===== config.mk =====
export PLATFORM = sky130hd
export DESIGN_NAME = dma_ahb_csr_flat
export DESIGN_NICKNAME = d
export VERILOG_FILES = /design/src/rtl/dma_ahb_pkg.sv /design/src/rtl/dma_ahb_csr_if.sv /design/src/rtl/dma_ahb_csr.sv /design/src/flat_wrapper.sv
export SDC_FILE = /design/constraint.sdc
export NUM_CORES = 1
export LEC_CHECK = 0
export CAP_MARGIN = 20
export CORE_MARGIN = 5
export CORE_UTILIZATION = 44
export DETAILED_ROUTE_END_ITERATION = 6
export PLACE_DENSITY = 0.77
export SYNTH_ARGS = -nofsm -noshare
export SYNTH_HDL_FRONTEND = slang
export SYNTH_SLANG_ARGS = --single-unit

===== constraint.sdc =====
create_clock -name HCLK -period 3.01 [get_ports HCLK]
set_input_delay 0.301 -clock HCLK [delete_from_list [all_inputs] [get_ports HCLK]]
set_output_delay 0.301 -clock HCLK [all_outputs]
set_load 0.01 [all_outputs]

===== src/rtl/dma_ahb_pkg.sv =====
// Shared register map, field positions and GO FSM encoding
// for the DMA AHB control/status block.
package dma_ahb_pkg;

   localparam logic [2:0] OFF_CONTROL = 3'd0;
   localparam logic [2:0] OFF_STATUS  = 3'd1;
   localparam logic [2:0] OFF_SRC     = 3'd2;
   localparam logic [2:0] OFF_DST     = 3'd3;
   localparam logic [2:0] OFF_BNUM    = 3'd4;
   localparam logic [2:0] OFF_BURST   = 3'd5;
   localparam logic [2:0] OFF_VERSION = 3'd7;

   localparam int B_EN   = 31;
   localparam int B_IE   = 30;
   localparam int B_GO   = 0;
   localparam int B_BUSY = 0;
   localparam int B_DONE = 1;
   localparam int B_IP   = 2;
   localparam int B_ERR  = 3;

   typedef enum logic [1:0] {
      S_IDLE    = 2'd0,
      S_ARMED   = 2'd1,
      S_RELEASE = 2'd2
   } go_state_e;

   function automatic logic burst_legal(input logic [4:0] b);
      return (b == 5'd1) || (b == 5'd4) ||
             (b == 5'd8) || (b == 5'd16);
   endfunction

endpackage


===== src/rtl/dma_ahb_csr_if.sv =====
// AHB-lite slave bus bundle for the DMA control/status block.
interface dma_ahb_csr_if;
   logic        HSEL;
   logic [31:0] HADDR;
   logic [1:0]  HTRANS;
   logic        HWRITE;
   logic [2:0]  HSIZE;
   logic [2:0]  HBURST;
   logic [31:0] HWDATA;
   logic        HREADY;
   logic [31:0] HRDATA;
   logic [1:0]  HRESP;
   logic        HREADYout;

   modport master (
      output HSEL, HADDR, HTRANS, HWRITE, HSIZE,
      output HBURST, HWDATA, HREADY,
      input  HRDATA, HRESP, HREADYout
   );

   modport slave (
      input  HSEL, HADDR, HTRANS, HWRITE, HSIZE,
      input  HBURST, HWDATA, HREADY,
      output HRDATA, HRESP, HREADYout
   );
endinterface


===== src/rtl/dma_ahb_csr.sv =====
// DMA AHB control/status registers with GO handshake FSM.
// Optional interrupt logic: define DMA_AHB_CSR_IRQ_EN.
module dma_ahb_csr
   import dma_ahb_pkg::*;
#(
   parameter logic [31:0] P_VERSION = 32'h2014_0429
) (
   input  logic          HCLK,
   input  logic          HRESETn,
   dma_ahb_csr_if.slave  ahb,
   output logic          DMA_EN,
   output logic          DMA_GO,
   output logic [31:0]   DMA_SRC,
   output logic [31:0]   DMA_DST,
   output logic [15:0]   DMA_BNUM,
   output logic [4:0]    DMA_BURST,
   input  logic          DMA_BUSY,
   input  logic          DMA_DONE,
   output logic          IRQ
);

   logic        access;
   logic        wr_q, wr_d;
   logic [2:0]  waddr_q, waddr_d;
   logic [31:0] src_q, src_d;
   logic [31:0] dst_q, dst_d;
   logic [15:0] bnum_q, bnum_d;
   logic [4:0]  burst_q, burst_d;
   logic        en_q, en_d;
   logic        err_q, err_d;
   logic [31:0] rdata_q, rdata_d;
   logic [31:0] rd_val;
   logic        ctrl_wr, stat_wr;
   logic        idle, go_req, legal;
   logic        ie_d, ip_d;
   go_state_e   state_q, state_d;

   assign access  = ahb.HSEL & ahb.HTRANS[1] & ahb.HREADY;
   assign wr_d    = access & ahb.HWRITE;
   assign waddr_d = ahb.HADDR[4:2];

   assign ctrl_wr = wr_q & (waddr_q == OFF_CONTROL);
   assign stat_wr = wr_q & (waddr_q == OFF_STATUS);
   assign idle    = (state_q == S_IDLE);
   assign go_req  = ctrl_wr & ahb.HWDATA[B_GO];
   assign legal   = (bnum_q != 16'd0) & burst_legal(burst_q);
   assign en_d    = ctrl_wr ? ahb.HWDATA[B_EN] : en_q;

   always_comb begin
      src_d   = src_q;
      dst_d   = dst_q;
      bnum_d  = bnum_q;
      burst_d = burst_q;
      if (wr_q && idle) begin
         unique case (waddr_q)
            OFF_SRC:   src_d   = ahb.HWDATA;
            OFF_DST:   dst_d   = ahb.HWDATA;
            OFF_BNUM:  bnum_d  = ahb.HWDATA[15:0];
            OFF_BURST: burst_d = ahb.HWDATA[4:0];
            default:   ;
         endcase
      end
   end

   always_comb begin
      err_d = err_q;
      if (idle && go_req && !legal)
         err_d = 1'b1;
      else if (stat_wr && ahb.HWDATA[B_ERR])
         err_d = 1'b0;
   end

`ifdef DMA_AHB_CSR_IRQ_EN
   logic ie_q, ip_q, done_q;

   assign ie_d = ctrl_wr ? ahb.HWDATA[B_IE] : ie_q;
   // A DONE edge beats a simultaneous write-1 clear
   assign ip_d = (DMA_DONE & ~done_q) |
                 (ip_q & ~(stat_wr & ahb.HWDATA[B_IP]));

   always_ff @(posedge HCLK or negedge HRESETn) begin
      if (!HRESETn) begin
         ie_q   <= 1'b0;
         ip_q   <= 1'b0;
         done_q <= 1'b0;
      end else begin
         ie_q   <= ie_d;
         ip_q   <= ip_d;
         done_q <= DMA_DONE;
      end
   end

   assign IRQ = ip_q & ie_q;
`else
   assign ie_d = 1'b0;
   assign ip_d = 1'b0;
   assign IRQ  = 1'b0;
`endif

   always_ff @(posedge HCLK or negedge HRESETn) begin
      if (!HRESETn)
         state_q <= S_IDLE;
      else
         state_q <= state_d;
   end

   always_comb begin
      state_d = state_q;
      if (ctrl_wr && !ahb.HWDATA[B_EN]) begin
         state_d = S_IDLE;
      end else begin
         unique case (state_q)
            S_IDLE:
               if (go_req && legal) state_d = S_ARMED;
            S_ARMED:
               if (DMA_DONE) state_d = S_RELEASE;
            S_RELEASE:
               if (!DMA_DONE) state_d = S_IDLE;
            default: state_d = S_IDLE;
         endcase
      end
   end

   always_comb begin
      DMA_GO = (state_q == S_ARMED);
   end

   // Reads see next-state values so a write in its data phase bypasses
   always_comb begin
      rd_val = '0;
      unique case (ahb.HADDR[4:2])
         OFF_CONTROL: begin
            rd_val[B_EN] = en_d;
            rd_val[B_IE] = ie_d;
            rd_val[B_GO] = (state_d == S_ARMED);
         end
         OFF_STATUS: begin
            rd_val[B_ERR]  = err_d;
            rd_val[B_IP]   = ip_d;
            rd_val[B_DONE] = DMA_DONE;
            rd_val[B_BUSY] = DMA_BUSY;
         end
         OFF_SRC:     rd_val = src_d;
         OFF_DST:     rd_val = dst_d;
         OFF_BNUM:    rd_val[15:0] = bnum_d;
         OFF_BURST:   rd_val[4:0] = burst_d;
         OFF_VERSION: rd_val = P_VERSION;
         default:     rd_val = '0;
      endcase
   end

   assign rdata_d = (access && !ahb.HWRITE) ? rd_val : '0;

   always_ff @(posedge HCLK or negedge HRESETn) begin
      if (!HRESETn) begin
         wr_q    <= 1'b0;
         waddr_q <= '0;
         src_q   <= '0;
         dst_q   <= '0;
         bnum_q  <= '0;
         burst_q <= '0;
         en_q    <= 1'b0;
         err_q   <= 1'b0;
         rdata_q <= '0;
      end else begin
         wr_q    <= wr_d;
         waddr_q <= waddr_d;
         src_q   <= src_d;
         dst_q   <= dst_d;
         bnum_q  <= bnum_d;
         burst_q <= burst_d;
         en_q    <= en_d;
         err_q   <= err_d;
         rdata_q <= rdata_d;
      end
   end

   assign ahb.HRDATA    = rdata_q;
   assign ahb.HRESP     = 2'b00;
   assign ahb.HREADYout = 1'b1;

   assign DMA_EN    = en_q;
   assign DMA_SRC   = src_q;
   assign DMA_DST   = dst_q;
   assign DMA_BNUM  = bnum_q;
   assign DMA_BURST = burst_q;

   logic unused_ok;
   assign unused_ok = ^{ahb.HADDR[31:5], ahb.HADDR[1:0],
                        ahb.HTRANS[0], ahb.HSIZE, ahb.HBURST};

endmodule

===== src/flat_wrapper.sv =====
// flat-port wrapper written by rule: the top's interface ports become plain ports
module dma_ahb_csr_flat import dma_ahb_pkg::*;
#(
   parameter logic [31:0] P_VERSION = 32'h2014_0429
)
  (HCLK, HRESETn, DMA_EN, DMA_GO, DMA_SRC, DMA_DST, DMA_BNUM, DMA_BURST, DMA_BUSY, DMA_DONE, IRQ, ahb_HSEL, ahb_HADDR, ahb_HTRANS, ahb_HWRITE, ahb_HSIZE, ahb_HBURST, ahb_HWDATA, ahb_HREADY, ahb_HRDATA, ahb_HRESP, ahb_HREADYout);
  dma_ahb_csr_if ahb_i ();
  input  logic HCLK;
  input  logic HRESETn;
  output logic DMA_EN;
  output logic DMA_GO;
  output logic [31:0] DMA_SRC;
  output logic [31:0] DMA_DST;
  output logic [15:0] DMA_BNUM;
  output logic [4:0] DMA_BURST;
  input  logic DMA_BUSY;
  input  logic DMA_DONE;
  output logic IRQ;
  input wire logic [$bits(ahb_i.HSEL)-1:0] ahb_HSEL;
  input wire logic [$bits(ahb_i.HADDR)-1:0] ahb_HADDR;
  input wire logic [$bits(ahb_i.HTRANS)-1:0] ahb_HTRANS;
  input wire logic [$bits(ahb_i.HWRITE)-1:0] ahb_HWRITE;
  input wire logic [$bits(ahb_i.HSIZE)-1:0] ahb_HSIZE;
  input wire logic [$bits(ahb_i.HBURST)-1:0] ahb_HBURST;
  input wire logic [$bits(ahb_i.HWDATA)-1:0] ahb_HWDATA;
  input wire logic [$bits(ahb_i.HREADY)-1:0] ahb_HREADY;
  output wire logic [$bits(ahb_i.HRDATA)-1:0] ahb_HRDATA;
  output wire logic [$bits(ahb_i.HRESP)-1:0] ahb_HRESP;
  output wire logic [$bits(ahb_i.HREADYout)-1:0] ahb_HREADYout;
  assign ahb_i.HSEL = ahb_HSEL;
  assign ahb_i.HADDR = ahb_HADDR;
  assign ahb_i.HTRANS = ahb_HTRANS;
  assign ahb_i.HWRITE = ahb_HWRITE;
  assign ahb_i.HSIZE = ahb_HSIZE;
  assign ahb_i.HBURST = ahb_HBURST;
  assign ahb_i.HWDATA = ahb_HWDATA;
  assign ahb_i.HREADY = ahb_HREADY;
  assign ahb_HRDATA = ahb_i.HRDATA;
  assign ahb_HRESP = ahb_i.HRESP;
  assign ahb_HREADYout = ahb_i.HREADYout;
  dma_ahb_csr #(.P_VERSION(P_VERSION)) u_core (.HCLK(HCLK), .HRESETn(HRESETn), .ahb(ahb_i), .DMA_EN(DMA_EN), .DMA_GO(DMA_GO), .DMA_SRC(DMA_SRC), .DMA_DST(DMA_DST), .DMA_BNUM(DMA_BNUM), .DMA_BURST(DMA_BURST), .DMA_BUSY(DMA_BUSY), .DMA_DONE(DMA_DONE), .IRQ(IRQ));
endmodule

==> flow_metrics.py <==
metrics = {
    "sta": {
        "timing.final.max_slew_violations": 0,
        "timing.final.crit_share_pct": 82.52,
        "layout_min_cycle_time_ns": 2.484,
        "fin_worst_skew_ns": 0.01522,
        "setup_viol": 0,
        "setup_tns_ns": 0,
        "max-slew-margin-rel_pct": 43.77,
        "max_freq_mhz": 402.6,
        "hold_slack_ns": -0.002927,
        "worst_pin_slew_ns": 0.8435,
        "rsz0062_at_grt": "false",
        "hold_viol_final": 2,
        "timing.final.ws_setup_ns": 0.5261,
    },
    "clock_network": {
        "htreeDepth": 4,
        "cts_buffers": 17,
        "cts-root-buf": "clkbuf_16",
        "clk_latency_ns": 0.41,
        "ctsResizeCount": 0,
        "hold_buffers": 0,
        "path_clk_slew_ns": 0.05,
        "cts_tree": "done",
        "clock_path_buffers": 2,
        "clkSinkCount": 125,
        "cts_setup_buffers": 0,
    },
    "cells_and_area": {
        "drive_above_1_share_pct": 21.36,
        "layout_commonest_cell": "clkdlybuf4s50_1",
        "syn2layout_area_growth_pct": 44.63,
        "nNetsFinal": 673,
        "fillers": 927,
        "final_cell_mix": "160 x clkdlybuf4s50_1, 125 x dfrtp_1, 76 x mux2_2",
        "final_cells": 751,
        "antenna_cells": 0,
    },
    "worst_setup_path": {
        "r2r_setup_slack_ns": 0.53,
        "crit_path_max_fanout": 14,
        "end_kind": "register",
        "critical_path_required_ns": 3.28,
        "crit_type": "register to register",
        "cp-start-kind": "register",
        "endpoint": "u_core.ahb.HRDATA[0]",
        "cp-startpoint": "u_core.state_q[0]",
        "worstPathArrival_ns": 2.75,
        "rr_worst_depth": 5,
        "r2r_end": "u_core.ahb.HRDATA[0]",
        "r2r-start": "u_core.state_q[0]",
    },
    "synthesis": {
        "synth_cell_types": 51,
        "synth_seq_area_share_pct": 58.73,
        "synth.cell_area_sq_um": 5326,
        "synth-seq-cells": 125,
        "syn_inst": 421,
        "ys_async_sr_fraction_pct": 100.0,
        "synth-edff-count": 0,
        "ys.flop_type": "dfrtp_1",
        "yosys_warnings": 0,
        "postSynthAreaPerCell_sq_um": 12.65,
    },
    "pwr": {
        "p_total_mw": 4.981,
        "p_switching_mw": 1.257,
        "clkPwrFrac_pct": 41.2,
        "sw_frac_of_total_pct": 25.23,
        "power_leakage_nw": 3.247,
        "combPwrFrac_pct": 18.7,
        "power_density_nw_per_um2": 646.6,
        "intPower_mw": 3.725,
        "p_seq_share_pct": 40.0,
        "peakVddDrop_uv": 364.6,
    },
    "drt": {
        "ant_nets": 0,
        "routedWlPerCell_um": 20.29,
        "num_vias": 4057,
        "drt_first_iter_violations": 198,
        "routed_wl_um": 15240,
        "drc": 0,
        "dr.pass1.iters": 4,
        "via_per_inst": 5.402,
    },
    "global_routing": {
        "groute.usage.overall_pct": 21.50,
        "grt_max_degree": 66,
        "antenna_found_initial": 0,
        "grt_pass1_vias": 4506,
        "grt_overflow": 0,
        "grt_pass1_wl_um": 24140,
    },
    "floorplan": {
        "rows": 40,
        "core_sq_um": 11960,
        "start_util_pct": 44.53,
        "num_io_pins": 202,
        "die_height_um": 120.0,
        "dieArea_sq_um": 14410,
        "dieWidth_um": 120.0,
    },
    "place": {
        "gp_congestion": 0.8769,
        "io_buffer_count": 161,
        "dp_cells": 721,
        "hpwl_um": 11010,
        "dp_slack_ns": 0.5052,
    },
    "outcome": {
        "violations": "hold timing",
        "status": "complete, but fails checks",
    },
    "worst_hold_path": {
        "worstHoldPathType": "input pin to asynchronous set/reset pin",
    },
    "run": {
        "drv_cap": 0,
    },
}
## synthesized netlist by cell type (all sizes together), types with 4 or more instances
cell type | instances | share of area [%]
clkbuf | 11 | 0.78
a22o | 5 | 0.82
a22oi | 23 | 3.2
nor2b | 14 | 1.6
mux2 | 79 | 17
nand3 | 9 | 0.85
buf | 11 | 1.6
nor2 | 21 | 1.6
a211oi | 4 | 0.56
nor4b | 4 | 0.94
nand2 | 30 | 2.2
o21ai | 18 | 1.7
inv | 6 | 0.42
a21boi | 11 | 1.6
nor4 | 4 | 0.47
a21oi | 11 | 1.0
dfrtp | 125 | 59
## power groups by stage
stage,registers (mW),clock network (mW),logic [mW]
2_1_floorplan,2.08,0,0.288
3_5_place_dp,2.02,0,0.935
5_1_grt,2.02,2.16,1.00
4_1_cts,2.00,2.08,0.940
6_report,1.99,2.05,0.934
3_3_place_gp,2.01,0,0.914
## flip-flops by register name (all words and copies together), names as in the netlist
register,count
u_core.wr_q,1
u_core.DMA_SRC,32
u_core.DMA_DST,32
u_core.DMA_BURST,5
u_core.DMA_BNUM,16
u_core.err_q,1
u_core.DMA_EN,1
u_core.waddr_q,3
u_core.ahb.HRDATA,32
u_core.state_q,2
## critical path: stages, from the launching register on
cell,delay (ns)
dfrtp_1,0.47
nor4b_4,0.46
nand2_2,0.34
mux2_2,0.38
a222oi_1,0.51
a31oi_1,0.17
## how the worst min path moves through the flow
stage	startpoint	endpoint	slack (ns)	cells after the start
after global routing	HRESETn	u_core.DMA_SRC[19]	0.07	1
after detailed placement	HRESETn	u_core.DMA_SRC[19]	0.46	1
after global placement	HRESETn	u_core.DMA_DST[19]	0.44	1
after floorplan	HRESETn	u_core.DMA_BNUM[0]	0.005	0
after CTS	HRESETn	u_core.DMA_SRC[19]	0.03	1
final	HRESETn	u_core.DMA_SRC[19]	-0.003	1
## per-layer routing
metal | global-route usage [%] | vias up | wire, um
met3 | 6.503 | 17 | 1199
met2 | 35.97 | 167 | 7511
met1 | 26.27 | 2011 | 6318
met4 | 7.874 | 0 | 212
met5 | 0 | - | 0
li1 | - | 1862 | -
## stage by stage
stage / utilization (%) / instance area, sq um
finish: 64.40 / 7704
CTS: 64.40 / 7704
global placement: 59.41 / 7107
detailed placement: 59.41 / 7107
global route: 64.40 / 7704
floorplan: - / 5334
## final cells by class
| cell class | instances | area, sq um | area share [%] |
|---|---|---|---|
| clock buffers | 19 | 452.9 | 5.879 |
| flip-flops and latches | 125 | 3128 | 40.60 |
| inverters | 7 | 26.28 | 0.3411 |
| well taps | 147 | 183.9 | 2.388 |
| multi-input cells | 269 | 2057 | 26.70 |
| repair buffers | 173 | 1712 | 22.22 |
| clock inverters | 11 | 143.9 | 1.868 |
## logic make-up (layout without fill, tap and decap cells)
kind of cell,Yosys count,in the layout,synth area share (%)
compound gates,83,83,10.59
other cells,2,4,0.1410
xor+xnor,1,1,0.1645
mux,80,80,17.03
fa+ha+maj,1,1,0.2349
simple gates,100,100,10.22
flops,125,125,58.73
buf+inv,29,210,2.889
Power figures use the tool's default switching activity.
